**src/rtl/jtag_uart_echo_master_if.sv**
```systemverilog
// Avalon-MM bundle between the echo master and the JTAG UART slave port.
// The master modport drives the request side; the slave modport answers with readdata/waitrequest.
interface jtag_uart_echo_master_if;
    logic        avm_chipselect;
    logic        avm_address;
    logic        avm_read_n;
    logic        avm_write_n;
    logic [31:0] avm_writedata;
    logic [31:0] avm_readdata;
    logic        avm_waitrequest;

    modport master (
        output avm_chipselect,
        output avm_address,
        output avm_read_n,
        output avm_write_n,
        output avm_writedata,
        input  avm_readdata,
        input  avm_waitrequest
    );

    modport slave (
        input  avm_chipselect,
        input  avm_address,
        input  avm_read_n,
        input  avm_write_n,
        input  avm_writedata,
        output avm_readdata,
        output avm_waitrequest
    );
endinterface

```
**src/rtl/jtag_uart_echo_master.sv**
```systemverilog
// Avalon-MM master that polls the JTAG UART data register and writes each received byte back.
// Optional JU_ECHO_UPCASE_EN: lower-case ASCII is echoed as upper case (rx_byte stays raw).
//
// Handshake: a transfer is held (chipselect, strobe, address, writedata all registered and
// frozen) from the edge that asserts chipselect until the first rising edge that sees
// waitrequest=0; readdata is taken on that edge and the bus goes idle for at least one cycle.
module jtag_uart_echo_master #(
    parameter int POLL_CYCLES    = 1024,
    parameter int TIMEOUT_CYCLES = 255,
    parameter int CNT_W          = 16
) (
    input  logic                    clk,
    input  logic                    reset_,
    jtag_uart_echo_master_if.master avm,
    output logic [7:0]              rx_byte,
    output logic                    rx_strobe,
    output logic [CNT_W-1:0]        echo_count,
    output logic                    timeout_err,
    output logic [1:0]              fsm_state
);

    localparam logic [1:0] ST_IDLE    = 2'd0;
    localparam logic [1:0] ST_RD_DATA = 2'd1;
    localparam logic [1:0] ST_RD_CTRL = 2'd2;
    localparam logic [1:0] ST_WR_DATA = 2'd3;

    localparam int POLL_W = $clog2(POLL_CYCLES + 1);
    localparam int TO_W   = $clog2(TIMEOUT_CYCLES + 1);
    localparam logic [POLL_W-1:0] POLL_LOAD = POLL_W'(POLL_CYCLES);
    localparam logic [TO_W-1:0]   TO_LAST   = TO_W'(TIMEOUT_CYCLES - 1);

    logic [1:0]        state;
    logic [POLL_W-1:0] poll_cnt;
    logic [TO_W-1:0]   to_cnt;
    logic [15:0]       ravail;
    logic              cs_q;
    logic              addr_q;
    logic              rd_n_q;
    logic              wr_n_q;
    logic [31:0]       wdata_q;
    logic [7:0]        echo_byte;
    logic              unused_rd;

    assign avm.avm_chipselect = cs_q;
    assign avm.avm_address    = addr_q;
    assign avm.avm_read_n     = rd_n_q;
    assign avm.avm_write_n    = wr_n_q;
    assign avm.avm_writedata  = wdata_q;
    assign fsm_state          = state;
    assign unused_rd          = ^avm.avm_readdata[14:8];

`ifdef JU_ECHO_UPCASE_EN
    always_comb begin
        echo_byte = rx_byte;
        if (rx_byte >= 8'h61 && rx_byte <= 8'h7A) begin
            echo_byte = rx_byte - 8'h20;
        end
    end
`else
    assign echo_byte = rx_byte;
`endif

    always_ff @(posedge clk or negedge reset_) begin
        if (!reset_) begin
            state       <= ST_IDLE;
            poll_cnt    <= POLL_LOAD;
            to_cnt      <= '0;
            ravail      <= '0;
            cs_q        <= 1'b0;
            addr_q      <= 1'b0;
            rd_n_q      <= 1'b1;
            wr_n_q      <= 1'b1;
            wdata_q     <= '0;
            rx_byte     <= '0;
            rx_strobe   <= 1'b0;
            echo_count  <= '0;
            timeout_err <= 1'b0;
        end else begin
            rx_strobe <= 1'b0;
            case (state)
                ST_IDLE: begin
                    if (poll_cnt == '0) begin
                        state <= ST_RD_DATA;
                    end else begin
                        poll_cnt <= poll_cnt - POLL_W'(1);
                    end
                end
                default: begin
                    if (!cs_q) begin
                        // First cycle of a bus state is the idle gap; the request launches here.
                        cs_q   <= 1'b1;
                        addr_q <= (state == ST_RD_CTRL);
                        rd_n_q <= (state == ST_WR_DATA);
                        wr_n_q <= (state != ST_WR_DATA);
                        to_cnt <= '0;
                        if (state == ST_WR_DATA) begin
                            wdata_q <= {24'h0, echo_byte};
                        end
                    end else if (!avm.avm_waitrequest) begin
                        cs_q   <= 1'b0;
                        rd_n_q <= 1'b1;
                        wr_n_q <= 1'b1;
                        case (state)
                            ST_RD_DATA: begin
                                if (avm.avm_readdata[15]) begin
                                    rx_byte   <= avm.avm_readdata[7:0];
                                    rx_strobe <= 1'b1;
                                    ravail    <= avm.avm_readdata[31:16];
                                    state     <= ST_RD_CTRL;
                                end else begin
                                    poll_cnt <= POLL_LOAD;
                                    state    <= ST_IDLE;
                                end
                            end
                            ST_RD_CTRL: begin
                                // No write space: stay here and re-read, keeping the held byte.
                                if (avm.avm_readdata[31:16] != 16'h0) begin
                                    state <= ST_WR_DATA;
                                end
                            end
                            default: begin
                                echo_count <= echo_count + CNT_W'(1);
                                if (ravail != 16'h0) begin
                                    state <= ST_RD_DATA;
                                end else begin
                                    poll_cnt <= POLL_LOAD;
                                    state    <= ST_IDLE;
                                end
                            end
                        endcase
                    end else if (to_cnt == TO_LAST) begin
                        // Slave stalled too long: drop the transfer and any pending byte.
                        cs_q        <= 1'b0;
                        rd_n_q      <= 1'b1;
                        wr_n_q      <= 1'b1;
                        timeout_err <= 1'b1;
                        poll_cnt    <= POLL_LOAD;
                        state       <= ST_IDLE;
                    end else begin
                        to_cnt <= to_cnt + TO_W'(1);
                    end
                end
            endcase
        end
    end

endmodule

```
**src/flat_wrapper.sv**
```systemverilog
// flat-port wrapper written by rule: the top's interface ports become plain ports
module jtag_uart_echo_master_flat 
#(
    parameter int POLL_CYCLES    = 1024,
    parameter int TIMEOUT_CYCLES = 255,
    parameter int CNT_W          = 16
)
  (clk, reset_, rx_byte, rx_strobe, echo_count, timeout_err, fsm_state, avm_avm_chipselect, avm_avm_address, avm_avm_read_n, avm_avm_write_n, avm_avm_writedata, avm_avm_readdata, avm_avm_waitrequest);
  jtag_uart_echo_master_if avm_i ();
  input  logic clk;
  input  logic reset_;
  output logic [7:0] rx_byte;
  output logic rx_strobe;
  output logic [CNT_W-1:0] echo_count;
  output logic timeout_err;
  output logic [1:0] fsm_state;
  output wire logic [$bits(avm_i.avm_chipselect)-1:0] avm_avm_chipselect;
  output wire logic [$bits(avm_i.avm_address)-1:0] avm_avm_address;
  output wire logic [$bits(avm_i.avm_read_n)-1:0] avm_avm_read_n;
  output wire logic [$bits(avm_i.avm_write_n)-1:0] avm_avm_write_n;
  output wire logic [$bits(avm_i.avm_writedata)-1:0] avm_avm_writedata;
  input wire logic [$bits(avm_i.avm_readdata)-1:0] avm_avm_readdata;
  input wire logic [$bits(avm_i.avm_waitrequest)-1:0] avm_avm_waitrequest;
  assign avm_avm_chipselect = avm_i.avm_chipselect;
  assign avm_avm_address = avm_i.avm_address;
  assign avm_avm_read_n = avm_i.avm_read_n;
  assign avm_avm_write_n = avm_i.avm_write_n;
  assign avm_avm_writedata = avm_i.avm_writedata;
  assign avm_i.avm_readdata = avm_avm_readdata;
  assign avm_i.avm_waitrequest = avm_avm_waitrequest;
  jtag_uart_echo_master #(.POLL_CYCLES(POLL_CYCLES), .TIMEOUT_CYCLES(TIMEOUT_CYCLES), .CNT_W(CNT_W)) u_core (.clk(clk), .reset_(reset_), .avm(avm_i), .rx_byte(rx_byte), .rx_strobe(rx_strobe), .echo_count(echo_count), .timeout_err(timeout_err), .fsm_state(fsm_state));
endmodule
```
**config.mk**
```make
export PLATFORM = sky130hd
export DESIGN_NAME = jtag_uart_echo_master_flat
export DESIGN_NICKNAME = d
export VERILOG_FILES = /design/src/rtl/jtag_uart_echo_master_if.sv /design/src/rtl/jtag_uart_echo_master.sv /design/src/flat_wrapper.sv
export SDC_FILE = /design/constraint.sdc
export NUM_CORES = 1
export LEC_CHECK = 0
export ABC_AREA = 1
export CORE_MARGIN = 8
export CORE_UTILIZATION = 23
export CTS_BUF_LIST = sky130_fd_sc_hd__clkbuf_16
export CTS_CLUSTER_SIZE = 28
export DETAILED_ROUTE_END_ITERATION = 6
export DONT_BUFFER_PORTS = 1
export GPL_TIMING_DRIVEN = 1
export HOLD_SLACK_MARGIN = 0.02
export PLACE_DENSITY = 0.47
export RECOVER_POWER = 100
export SYNTH_ARGS = -nofsm -noshare
export SYNTH_HDL_FRONTEND = slang
export SYNTH_SLANG_ARGS = --single-unit
```
**constraint.sdc**
```tcl
create_clock -name clk -period 1.95 [get_ports clk]
set_clock_uncertainty 0.15 [all_clocks]
set_input_delay 0.2925 -clock clk [delete_from_list [all_inputs] [get_ports clk]]
set_output_delay 0.2925 -clock clk [all_outputs]
set_load 0.01 [all_outputs]
```
==> flow_metrics.py <==
metrics = {
    "synth": {
        "netlist_area_um2": 4020,
        "ys_warn_count": 0,
        "synthArstFlopShare_pct": 100,
        "synth_edf_count": 0,
        "syn_inst": 492,
        "ys.flop_type": "dfrtp_1",
        "synth_seq_cells": 75,
        "yosysSeqAreaShare_pct": 46.8,
        "synth.avg_cell_area_um2": 8.17,
        "yosys.cell_types.count": 36,
    },
    "detailed_routing": {
        "ant_nets": 0,
        "met2_length_mm": 4.56,
        "met1_length_mm": 4.26,
        "via_per_inst": 4.07,
        "drt-initial-drc-count": 162,
        "dr_wl_met3_um": 871,
        "vias": 3170,
        "first_pass_iters": 4,
        "routed.top_layer": "met4",
        "wire_per_inst_um": 12.6,
        "wl_mm": 9.84,
        "remaining_drc_errors": 0,
    },
    "floorplan": {
        "die_x_um": 148,
        "dieArea_um2": 22000,
        "die_h_um": 148,
        "ioPinCount": 99,
        "coreArea_um2": 17200,
        "rows": 48,
        "start_util_pct": 23.4,
    },
    "global_route": {
        "grt_use_total_pct": 9.44,
        "grt_max_degree": 76,
        "overflow": 0,
        "grt_pass1_vias": 3182,
        "grt_pass1_wl_mm": 16.4,
        "antenna_found_initial": 0,
    },
    "timing": {
        "finalCriticalPeriod_ps": 1780,
        "rsz0062_at_grt": "false",
        "fin_tns_setup_ps": 0,
        "timing.fmax_mhz": 560,
        "fin_hold_ws_ps": -503,
        "worst_slack_ps": 165,
        "setup_viol_count_final": 0,
        "slew_viol_final": 0,
        "hold_viol": 75,
        "post-route-period-util_pct": 91.5,
    },
    "cells_and_area": {
        "synthToLayoutAreaGrowth_pct": 21.9,
        "layout.nets": 593,
        "layout_commonest_cell": "nand2_1",
        "drive_gt1_share_pct": 11.9,
        "postLayoutCellArea_um2": 4900,
        "final_cell_mix": "140 x nand2_1, 72 x dfrtp_1, 51 x nor2_1",
        "diodes": 0,
    },
    "clock_tree": {
        "htreeDepth": 3,
        "cts_sinks": 75,
        "cts_buffers": 9,
        "clkLatencyLatePin_ps": 340,
        "clockBufferDepth": 2,
        "cts_hold_buf": 24,
        "cts_tree": "built",
        "cts-root-buf": "clkbuf_16",
        "clk_pin_slew_ps": 60,
        "cts_setup_buffers": 0,
    },
    "run": {
        "maxCapViolCount": 0,
    },
    "worst_setup_path": {
        "rr_worst_depth": 7,
        "start_kind": "register",
        "cp.arrival_ps": 1900,
        "endpoint_kind": "register",
        "worst-setup-path-type": "reg -> reg",
        "worstPathMaxFanout": 7,
        "crit_required_ps": 2060,
    },
    "power": {
        "p_leak_nw": 2.44,
        "ir_drop_mv": 0.656,
        "power-per-cell-area_nw_per_um2": 1330,
        "p_total_mw": 6.54,
    },
    "outcome": {
        "failed_checks": "negative hold slack",
        "status": "complete, but fails checks",
    },
    "placement": {
        "place_hpwl_mm": 7.32,
        "dp_slack_ps": 45.9,
        "placed_area_um2": 4410,
        "routabilityCongestion": 0.804,
        "io_buffers": 0,
    },
    "worst_hold_path": {
        "worstHoldPathType": "in -> async",
    },
}
## power breakdown
group	switching [mW]	leakage, nW	internal [mW]	total, mW
sequential	0.452	0.974	2.05	2.51
clock	0.644	0.141	0.974	1.62
combinational	1.43	1.32	0.983	2.41
total	2.52	2.44	4.01	6.54
## cells in the mapped netlist, types with 4 or more instances
cell | count | area (µm²)
dfrtp_1 | 72 | 1800
inv_2 | 4 | 15.0
buf_4 | 26 | 195
o21ai_1 | 25 | 125
xnor2_1 | 8 | 70.1
nand4_1 | 10 | 62.6
nor3_1 | 5 | 25.0
nor2_2 | 4 | 25.0
nand3_1 | 31 | 155
o21ai_0 | 6 | 30.0
nor2_1 | 53 | 199
ha_1 | 10 | 125
nand2_1 | 140 | 526
xor2_1 | 11 | 96.3
buf_2 | 4 | 20.0
a21oi_1 | 8 | 40.0
inv_1 | 47 | 176
## layer usage
layer,vias to the layer above,global-route usage [%]
met1,1460,11.0
met2,87,14.9
met4,0,3.06
li1,1609,-
met5,-,0
met3,14,4.59
## what timing repair did
item                                    CTS  global route
endpoints found under the setup margin    0            31
gates resized for setup                   0             5
hold endpoints to repair                 99            75
## per-stage QoR
step,instances,hold slack (ps),utilization (%)
global route,778,-525,28.5
floorplan,515,-153,-
detailed placement,738,-146,25.7
finish,778,-503,28.5
CTS,778,-514,28.7
global placement,738,-145,25.7
## layout make-up
cell class	count	area, µm²
sequential	75	1880
tap	225	282
clock inverter	7	61.3
timing repair buffer	54	464
clock buffer	9	225
fill	1855	12300
inverter	54	206
multi-input combinational	354	1780
## state kept, by name, indices dropped and copies added, names as in the netlist
name and cells:
u_core.ravail 16, u_core.rx_strobe 1, u_core.fsm_state 2, u_core.avm.avm_chipselect 1
u_core.avm.avm_address 1, u_core.avm.avm_write_n 1, u_core.poll_cnt 11, u_core.rx_byte 8
u_core.avm.avm_read_n 1, u_core.avm.avm_writedata 8, u_core.to_cnt 8, u_core.timeout_err 1
u_core.echo_count 16
## worst paths after layout
kind,startpoint,endpoint,slack [ps]
worst max-delay path,u_core.fsm_state[0],u_core.echo_count[13],170
worst min-delay path,reset_,u_core.timeout_err,-500
worst max register to register,u_core.fsm_state[0],u_core.echo_count[13],170
worst min register to register,u_core.poll_cnt[10],u_core.poll_cnt[10],320
max in group asynchronous,reset_,u_core.poll_cnt[10],1950
min in group clk,avm_avm_waitrequest,u_core.fsm_state[0],90
## cells by family (layout without fill, tap and decap cells)
group	after synthesis	after routing	synth area share, %
AND/OR/NAND/NOR	260	260	29.6
buffers and inverters	86	124	11.1
flip-flops	75	75	46.8
AO/OA/AOI/OAI	41	41	5.23
XOR/XNOR	19	19	4.14
adder cells (fa/ha/maj)	10	10	3.11
other	1	24	0.0933
## critical path: stages (launching register included)
cell and delay (ps):
dfrtp_1 340, buf_4 170, ha_1 200, nand3_4 140, nor2_2 210, nand4_1 180
nor2_1 160, xor2_1 150
(Power assumes the default switching activity.)
